==> config.mk <==
export PLATFORM = sky130hd
export DESIGN_NAME = spectrum_writer
export DESIGN_NICKNAME = d
export VERILOG_FILES = /design/src/rtl/spectrum_pkg.sv /design/src/rtl/spectrum_writer.sv
export SDC_FILE = /design/constraint.sdc
export NUM_CORES = 1
export LEC_CHECK = 0
export ABC_CLOCK_PERIOD_IN_PS = 1700
export CORE_ASPECT_RATIO = 2
export CORE_MARGIN = 2
export CORE_UTILIZATION = 36
export CTS_CLUSTER_DIAMETER = 150
export DETAILED_ROUTE_END_ITERATION = 16
export PLACE_DENSITY = 0.68
export SYNTH_ARGS = -nofsm -noshare
export SYNTH_HDL_FRONTEND = slang
export SYNTH_SLANG_ARGS = --single-unit
==> constraint.sdc <==
create_clock -name clk -period 1.7 [get_ports clk]
set_clock_uncertainty 0.2 [all_clocks]
set_input_delay 0.34 -clock clk [delete_from_list [all_inputs] [get_ports clk]]
set_output_delay 0.34 -clock clk [all_outputs]
set_load 0.005 [all_outputs]
==> src/rtl/spectrum_pkg.sv <==
// Constants and state encoding shared by the spectrum RAM writer and the peak-search reader.
package spectrum_pkg;

    localparam int SPEC_DATA_W      = 10;
    localparam int SPEC_ADDR_W      = 11;
    localparam int SPEC_NUM_BINS    = 512;
    localparam int SPEC_IMAG_OFFSET = 1024;

    typedef enum logic [2:0] {
        IDLE,
        CAPTURE,
        WRITE_R,
        WRITE_I,
        DONE
    } sw_state_t;

endpackage

==> src/rtl/spectrum_writer.sv <==
// Writes a frame of complex bins into the spectrum RAM (real at bin, imag at bin+IMAG_OFFSET).
// Optional in_last consistency check: define SPECTRUM_WRITER_LAST_CHECK_EN.
module spectrum_writer
    import spectrum_pkg::*;
#(
    parameter int DATA_W      = SPEC_DATA_W,
    parameter int ADDR_W      = SPEC_ADDR_W,
    parameter int NUM_BINS    = SPEC_NUM_BINS,
    parameter int IMAG_OFFSET = SPEC_IMAG_OFFSET
) (
    input  logic              clk,
    input  logic              rst,
    input  logic              start,
    input  logic              in_valid,
    output logic              in_ready,
    input  logic [DATA_W-1:0] in_re,
    input  logic [DATA_W-1:0] in_im,
    input  logic              in_last,
    output logic              mem_we,
    output logic [ADDR_W-1:0] mem_addr,
    output logic [DATA_W-1:0] mem_data,
    output logic              busy,
    output logic              frame_done,
    output logic              frame_err
);

    localparam logic [ADDR_W-1:0] LAST_IDX = ADDR_W'(NUM_BINS - 1);
    localparam logic [ADDR_W-1:0] IMAG_OFS = ADDR_W'(IMAG_OFFSET);

    sw_state_t                state, state_n;
    logic [ADDR_W-1:0]        index, index_n;
    logic signed [DATA_W-1:0] cap_im, cap_im_n;
    logic                     ready_n, we_n, busy_n, done_n;
    logic [ADDR_W-1:0]        addr_n;
    logic [DATA_W-1:0]        data_n;
    logic                     start_acc;
    logic                     accept;

    // start only counts when no frame is in flight
    assign start_acc = start && (state == IDLE || state == DONE);
    assign accept    = (state == CAPTURE) && in_valid && in_ready;

    always_comb begin
        state_n  = state;
        index_n  = index;
        cap_im_n = cap_im;
        ready_n  = 1'b0;
        we_n     = 1'b0;
        addr_n   = mem_addr;
        data_n   = mem_data;
        busy_n   = busy;
        done_n   = frame_done;
        case (state)
            IDLE, DONE: begin
                if (start_acc) begin
                    index_n = '0;
                    busy_n  = 1'b1;
                    done_n  = 1'b0;
                    ready_n = 1'b1;
                    state_n = CAPTURE;
                end
            end
            CAPTURE: begin
                if (accept) begin
                    // real part goes straight to the write port; imag waits one cycle
                    cap_im_n = in_im;
                    we_n     = 1'b1;
                    addr_n   = index;
                    data_n   = in_re;
                    state_n  = WRITE_R;
                end else begin
                    ready_n = 1'b1;
                end
            end
            WRITE_R: begin
                we_n    = 1'b1;
                addr_n  = index + IMAG_OFS;
                data_n  = cap_im;
                state_n = WRITE_I;
            end
            WRITE_I: begin
                if (index == LAST_IDX) begin
                    busy_n  = 1'b0;
                    done_n  = 1'b1;
                    state_n = DONE;
                end else begin
                    index_n = index + 1'b1;
                    ready_n = 1'b1;
                    state_n = CAPTURE;
                end
            end
            default: state_n = IDLE;
        endcase
    end

    always_ff @(posedge clk) begin
        if (rst) begin
            state      <= IDLE;
            index      <= '0;
            cap_im     <= '0;
            in_ready   <= 1'b0;
            mem_we     <= 1'b0;
            mem_addr   <= '0;
            mem_data   <= '0;
            busy       <= 1'b0;
            frame_done <= 1'b0;
        end else begin
            state      <= state_n;
            index      <= index_n;
            cap_im     <= cap_im_n;
            in_ready   <= ready_n;
            mem_we     <= we_n;
            mem_addr   <= addr_n;
            mem_data   <= data_n;
            busy       <= busy_n;
            frame_done <= done_n;
        end
    end

`ifdef SPECTRUM_WRITER_LAST_CHECK_EN
    logic cap_last;
    logic err_q;

    // in_last must coincide exactly with the final bin; frame length still follows NUM_BINS
    always_ff @(posedge clk) begin
        if (rst) begin
            cap_last <= 1'b0;
            err_q    <= 1'b0;
        end else begin
            if (accept) cap_last <= in_last;
            if (start_acc) err_q <= 1'b0;
            else if (state == WRITE_I && (cap_last != (index == LAST_IDX))) err_q <= 1'b1;
        end
    end

    assign frame_err = err_q;
`else
    logic unused_last;
    assign unused_last = in_last;
    assign frame_err   = 1'b0;
`endif

endmodule

==> flow_summary_export.csv, run 1 <==
group,metric,value,unit
grt,antenna_found_initial,0,
synthesis,ys_ff_latch,49,
clocking,cts_tree,"done",
clocking,htree_levels,2,
clocking,clock_latency,290,ps
worst_hold_path,hold_class,"in2reg",
critical_path,worst_ep_required_time,1720,ps
route,vias_per_cell,5.23,
run,maxCapViolations,0,
synthesis,synth-xor-area-share,0.0155,
route,drc_errors,0,
grt,grt_pass1_wl,9.36,mm
power_and_ir_drop,powerDensity,1170,mW/mm2
route,drt-total-wl,6.12,mm
critical_path,cp_max_fo,7,
cells_and_area,nFillCells,528,
grt,overflow,0,
clocking,cts_root_buffer,"clkbuf_16",
cells_and_area,diodes,0,
critical_path,worstSetupStartpointType,"register",
grt,grt_pass1_vias,2127,
timing,slew_violations,0,
cells_and_area,layout.nets,363,
floorplan,num_rows,40,
route,avgRoutedWirePerCell,14.5,um
worst_hold_path,hold_start,"rst",
critical_path,critPathKind,"reg2reg",
synthesis,synth.distinct_cells,47,
floorplan,die_x,60.1,um
critical_path,reg2reg_slack,-40,ps
route,detail-route-antenna-nets,0,
route,firstDrtPassIters,6,
placed_design,place_ws,-204,ps
timing,setup_violations,11,
critical_path,r2r-end,"index[7]$_SDFFE_PP0P_",
floorplan,start_util,0.374,
cells_and_area,final_common_cell,"nand2_1",
run_status,status,"finished with violations",
clocking,cts.sinks,49,
route,drtIter0Drc,114,
timing,fin_crit,1740,ps
synthesis,synth_top_family_by_area,"simple AND/OR/NAND/NOR gates",
timing,rsz0062_at_grt,"yes",
floorplan,die_area,0.00698,mm2
synthesis,syn_area,0.00226,mm2
power_and_ir_drop,peakVddDrop,662,uV
clocking,clk_pin_slew,70,ps
worst_hold_path,hold_path_depth,2,
synthesis,synthMuxAreaShare,0,
clocking,clk_path_buf_depth,2,
floorplan,top_level_ports,51,
critical_path,reg2reg_depth,6,
synthesis,synthArstFlopShare,0,
placed_design,place_congestion,0.927,
floorplan,die_h,116,um
worst_hold_path,min_to,"mem_addr[8]$_SDFFE_PP0P_",
floorplan,coreArea,0.00606,mm2
synthesis,synth-main-ff-cell,"dfxtp_1",
timing,max_freq,0.576,GHz
grt,grt_use_total,0.173,
timing,tns,-163,ps
critical_path,end_kind,"register",
timing,hold_viol_final,0,
critical_path,arrival,1750,ps
synthesis,synth_edf_count,0,
clocking,numCtsBuffers,5,
cells_and_area,syn2layout_area_growth,53.1,%
synthesis,synth_compound_gate_area_share,0.224,
synthesis,synth_nets,291,
synthesis,ys_warn_count,0,
critical_path,r2r-start,"index[0]$_SDFFE_PP0P_",
run_status,violations,"setup timing",
timing,fin_ws,-36.2,ps
synthesis,synth_fa_ha_area_frac,0.00553,
synthesis,synth.avg_cell_area,8.54,um2
timing,final.period_utilization,1.02,
synthesis,ys_seq_area_frac,0.433,
power_and_ir_drop,total_power,4.05,mW
route,vias,2207,
synthesis,synth-simple-area-share,0.265,
cells_and_area,layout_common_cells,"nand2_1, dfxtp_1, buf_4, clkdlybuf4s50_1, a21oi_1",
power_and_ir_drop,power.leakage,1.48,nW
grt,grt_max_degree,33,
placed_design,dp_hpwl,4.22,mm
synthesis,synthCells,265,
cells_and_area,drive_gt1_frac,0.290,
placed_design,portBuffers,48,
## stage by stage
step | hold WS (ps) | area (um2) | utilization | cells
6_report | 259 | 3460 | 0.572 | 422
3_3_place_gp | 243 | 3060 | 0.506 | 407
3_5_place_dp | 249 | 3060 | 0.506 | 407
4_1_cts | 252 | 3250 | 0.537 | 415
5_1_grt | 278 | 3460 | 0.572 | 422
2_1_floorplan | 237 | 2280 | - | 265
## registers in the layout (all words and copies together), names as in the netlist
| signal | cells |
|---|---|
| mem_we | 1 |
| mem_addr | 11 |
| busy | 1 |
| in_ready | 1 |
| index | 11 |
| frame_done | 1 |
| cap_im | 10 |
| mem_data | 10 |
| state | 3 |
## cells in the mapped netlist (2+ instances only)
cell type  instances  share of area
o211ai_1           2         0.0066
xnor2_1            3          0.012
nand2_1           58          0.096
clkbuf_1          12          0.020
nor2_1            15          0.025
a31oi_1            6          0.017
and4_1             2         0.0077
nand3_1           21          0.046
nand3b_1           5          0.017
a311oi_2           9          0.060
buf_4              5          0.017
buf_2              6          0.013
a21oi_1           29          0.064
nand4_1            2         0.0055
dfxtp_1           49           0.43
a2111oi_0          2         0.0077
nand4b_1           3          0.012
o32ai_1            2         0.0077
a311oi_1           2         0.0077
o21ai_0            4         0.0088
or4_1              2         0.0066
## power by group
group	leakage, nW	total (mW)	switching [mW]	internal [mW]
Sequential	0.401	1.45	0.107	1.34
Clock	0.0810	1.14	0.439	0.698
Combinational	1.00	1.47	0.695	0.771
Total	1.48	4.05	1.24	2.81
## how the worst max path moves through the flow
stage / from / cells after the start / end / slack (ps)
4_1_cts: index[1]$_SDFFE_PP0P_ / 7 / index[2]$_SDFFE_PP0P_ / 8
6_report: index[0]$_SDFFE_PP0P_ / 6 / index[7]$_SDFFE_PP0P_ / -40
3_5_place_dp: in_valid / 6 / mem_data[9]$_SDFFE_PP0P_ / -200
3_3_place_gp: in_valid / 6 / mem_data[3]$_SDFFE_PP0P_ / -170
2_1_floorplan: index[1]$_SDFFE_PP0P_ / 5 / index[5]$_SDFFE_PP0P_ / 5
5_1_grt: index[0]$_SDFFE_PP0P_ / 6 / index[5]$_SDFFE_PP0P_ / -90
## cell type report
cell class | instances | area (um2) | area share
clock buffers | 6 | 129 | 0.0372
clock inverters | 2 | 38.8 | 0.0112
well taps | 84 | 105 | 0.0303
multi-input cells | 190 | 1270 | 0.367
flip-flops and latches | 49 | 995 | 0.287
repair buffers | 90 | 922 | 0.266
inverters | 1 | 3.75 | 0.00108
## worst max-delay path, cell delays in order, from the launching register on
cell	delay, ps
dfxtp_2	350
ha_4	150
nand4_1	190
o41ai_4	350
buf_6	180
nand2_2	70
a211oi_2	170
## layer usage
| layer | up-vias | track usage | wire length (um) |
|---|---|---|---|
| met5 | - | 0 | 0 |
| met4 | 0 | 0.0933 | 223 |
| met3 | 15 | 0.0299 | 207 |
| met2 | 56 | 0.328 | 3500 |
| met1 | 1048 | 0.166 | 2200 |
| li1 | 1088 | - | - |
## cell families after synthesis
group | count (synthesis)
AO/OA/AOI/OAI | 65
XOR/XNOR | 4
adder cells (fa/ha/maj) | 1
buffers and inverters | 26
flip-flops | 49
other | 1
AND/OR/NAND/NOR | 119
## timing repair
action / in CTS / in global routing
setup buffers: 0 / 5
gates resized for setup: 8 / 44
pin swaps: 1 / 22
setup endpoints to repair: 10 / 38
gates cloned: 0 / 2
endpoints found under the hold margin: 0 / 0
hold buffers: 0 / 0
Power figures use the tool's default switching activity.
==> run 2: changes to the inputs <==
--- a/config.mk
+++ b/config.mk
@@ -5,13 +5,13 @@
 export SDC_FILE = /design/constraint.sdc
 export NUM_CORES = 1
 export LEC_CHECK = 0
-export ABC_CLOCK_PERIOD_IN_PS = 1700
+export ABC_CLOCK_PERIOD_IN_PS = 1950
 export CORE_ASPECT_RATIO = 2
 export CORE_MARGIN = 2
 export CORE_UTILIZATION = 36
 export CTS_CLUSTER_DIAMETER = 150
 export DETAILED_ROUTE_END_ITERATION = 16
-export PLACE_DENSITY = 0.68
+export PLACE_DENSITY = 0.65
 export SYNTH_ARGS = -nofsm -noshare
 export SYNTH_HDL_FRONTEND = slang
 export SYNTH_SLANG_ARGS = --single-unit
==> constraint.sdc (replaced) <==
create_clock -name clk -period 1.95 [get_ports clk]
set_clock_uncertainty 0.2 [all_clocks]
set_input_delay 0.39 -clock clk [delete_from_list [all_inputs] [get_ports clk]]
set_output_delay 0.39 -clock clk [all_outputs]
set_load 0.005 [all_outputs]
==> run 2 against run 1 <==
The flow now finishes without violations. Non-clock buffer count shrank 16. Sequential cell count is the same. Final cell count shrank 4.3%. Critical endpoint is now index[1]$_SDFFE_PP0P_.
==> flow_summary_export.csv, run 2 (synthesis results as in run 1) <==
group,metric,value,unit
route,avgRoutedWirePerCell,14.0,um
critical_path,r2r-start,"index[1]$_SDFFE_PP0P_",
grt,overflow,0,
cells_and_area,final_common_cell,"nand2_1",
placed_design,portBuffers,48,
route,vias_per_cell,5.11,
timing,slew_headroom,0.617,
floorplan,top_level_ports,51,
critical_path,crit_slowest_cell,"o41ai_4",
worst_hold_path,hold_start,"cap_im[5]$_SDFFE_PP0P_",
timing,slew_violations,0,
timing,whs,256,ps
worst_hold_path,hold_class,"reg2reg",
floorplan,coreArea,0.00606,mm2
route,vias,2063,
cells_and_area,post_layout_nonfiller_instances,404,
clocking,clk_path_buf_depth,2,
route,drt-total-wl,5.65,mm
placed_design,placed_area,0.00294,mm2
critical_path,arrival,1910,ps
timing,max_freq,0.526,GHz
power_and_ir_drop,powerDensity,1020,mW/mm2
timing,fin_crit,1900,ps
grt,grt_use_total,0.176,
grt,grt_pass1_vias,2081,
power_and_ir_drop,peakVddDrop,559,uV
clocking,numCtsBuffers,5,
floorplan,die_h,116,um
route,firstDrtPassIters,4,
cells_and_area,reg_top3,"index (11), mem_addr (11)",
critical_path,worst_ep_required_time,1960,ps
worst_hold_path,min_to,"cap_im[5]$_SDFFE_PP0P_",
timing,worstMarginPinSlew,575,ps
clocking,htree_levels,2,
critical_path,reg2reg_slack,50,ps
critical_path,r2r-end,"index[1]$_SDFFE_PP0P_",
critical_path,cp_max_fo,6,
critical_path,path_cells,"ha_1 > nand4_1 > o41ai_4 > buf_4 > nand3_1 > a21oi_1",
clocking,cts_hold_repair.buffers,0,
critical_path,max_stage_delay,370,ps
route,drc_errors,0,
timing,hold_viol_final,0,
cells_and_area,diodes,0,
cells_and_area,seq_area,981,um2
critical_path,worstSetupStartpointType,"register",
clocking,cts.sinks,49,
floorplan,die_x,60.1,um
floorplan,die_area,0.00698,mm2
timing,final.period_utilization,0.975,
cells_and_area,multi_input_area,0.00117,mm2
critical_path,critPathKind,"reg2reg",
run_status,status,"completed",
critical_path,end_kind,"register",
clocking,clock_latency,280,ps
timing,rsz0062_at_grt,"no",
floorplan,start_util,0.374,
grt,grt_pass1_wl,9.56,mm
critical_path,reg2reg_depth,6,
floorplan,num_rows,40,
cells_and_area,syn2layout_area_growth,37.0,%
route,drtIter0Drc,92,
cells_and_area,layout.nets,347,
cells_and_area,nFillCells,566,
clocking,cts_root_buffer,"clkbuf_16",
grt,grt_max_degree,32,
worst_hold_path,hold_path_depth,2,
cells_and_area,utilization,0.512,
route,detail-route-antenna-nets,0,
clocking,cts_tree,"done",
placed_design,place_inst,396,
power_and_ir_drop,power.leakage,1.04,nW
cells_and_area,fin_area,0.00310,mm2
clocking,clk_pin_slew,60,ps
cells_and_area,drive_gt1_frac,0.166,
timing,setup_violations,0,
placed_design,place_congestion,0.862,
placed_design,dp_hpwl,3.97,mm
grt,antenna_found_initial,0,
timing,tns,0,ps
run,maxCapViolations,0,
cells_and_area,layout_common_cells,"nand2_1, dfxtp_1, clkdlybuf4s50_1, a21oi_1, buf_4",
[run 2: cell count changes in the layout (fill, tap and decap cells not counted), moves of 5 or more]
| cell | change |
|---|---|
| a21oi_1 | +5 |
| a21oi_2 | -5 |
| buf_4 | -9 |
| clkdlybuf4s50_1 | +16 |
| dfxtp_1 | +9 |
| dfxtp_2 | -8 |
| dlymetal6s2s_1 | -15 |
[run 2: metal layers]
metal	vias to the layer above	GRT usage	part of all wire
met5	-	0	0
met4	0	0.0652	0.0081
met3	2	0.0255	0.028
met2	42	0.330	0.57
met1	967	0.189	0.39
li1	1052	-	-
[run 2: critical path, delay by kind of cell, from the launching register on]
| family | cells | cell delay [ps] |
|---|---|---|
| AO/OA/AOI/OAI | 2 | 520 |
| adder cells (fa/ha/maj) | 1 | 230 |
| buffers and inverters | 1 | 220 |
| flip-flops | 1 | 340 |
| AND/OR/NAND/NOR | 2 | 330 |
[run 2: worst max path at each step]
stage	depth (start not counted)	slack, ps	end	startpoint
floorplan	5	180	index[5]$_SDFFE_PP0P_	index[0]$_SDFFE_PP0P_
global placement	6	10	mem_addr[9]$_SDFFE_PP0P_	in_valid
detailed placement	6	-50	mem_addr[1]$_SDFFE_PP0P_	in_valid
CTS	5	20	index[7]$_SDFFE_PP0P_	index[1]$_SDFFE_PP0P_
global route	6	0.7	index[3]$_SDFFE_PP0P_	index[0]$_SDFFE_PP0P_
finish	6	50	index[1]$_SDFFE_PP0P_	index[1]$_SDFFE_PP0P_
[run 2: repair_timing]
item / in CTS / in global routing
resized for setup: 0 / 2
endpoints found under the setup margin: 0 / 12
buffers inserted: 0 / 2
[run 2: area by class of cell]
| class | count | area share |
|---|---|---|
| multi-input cells | 190 | 0.378 |
| flip-flops and latches | 49 | 0.316 |
| repair buffers | 74 | 0.228 |
| clock buffers | 5 | 0.0404 |
| well taps | 84 | 0.0339 |
| clock inverters | 1 | 0.00161 |
| inverters | 1 | 0.00121 |
[run 2: power by group]
part / internal, mW / switching (mW)
clock: 0.458 / 0.335
combinational: 0.573 / 0.524
sequential: 1.16 / 0.109
[run 2: through the flow]
step | setup WS [ps] | total power, mW
floorplan | 183 | 1.90
global placement | 13.1 | 2.37
detailed placement | -46.6 | 2.38
CTS | 16.0 | 3.19
global route | 0.656 | 3.36
finish | 47.9 | 3.15
==> run 3: changes to the inputs <==
--- a/config.mk
+++ b/config.mk
@@ -12,6 +12,7 @@
 export CTS_CLUSTER_DIAMETER = 150
 export DETAILED_ROUTE_END_ITERATION = 16
 export PLACE_DENSITY = 0.65
+export SLEW_MARGIN = 15
 export SYNTH_ARGS = -nofsm -noshare
 export SYNTH_HDL_FRONTEND = slang
 export SYNTH_SLANG_ARGS = --single-unit
==> results of run 3 <==
Same layout as run 2: the final DEF is identical, and so are final timing and power.
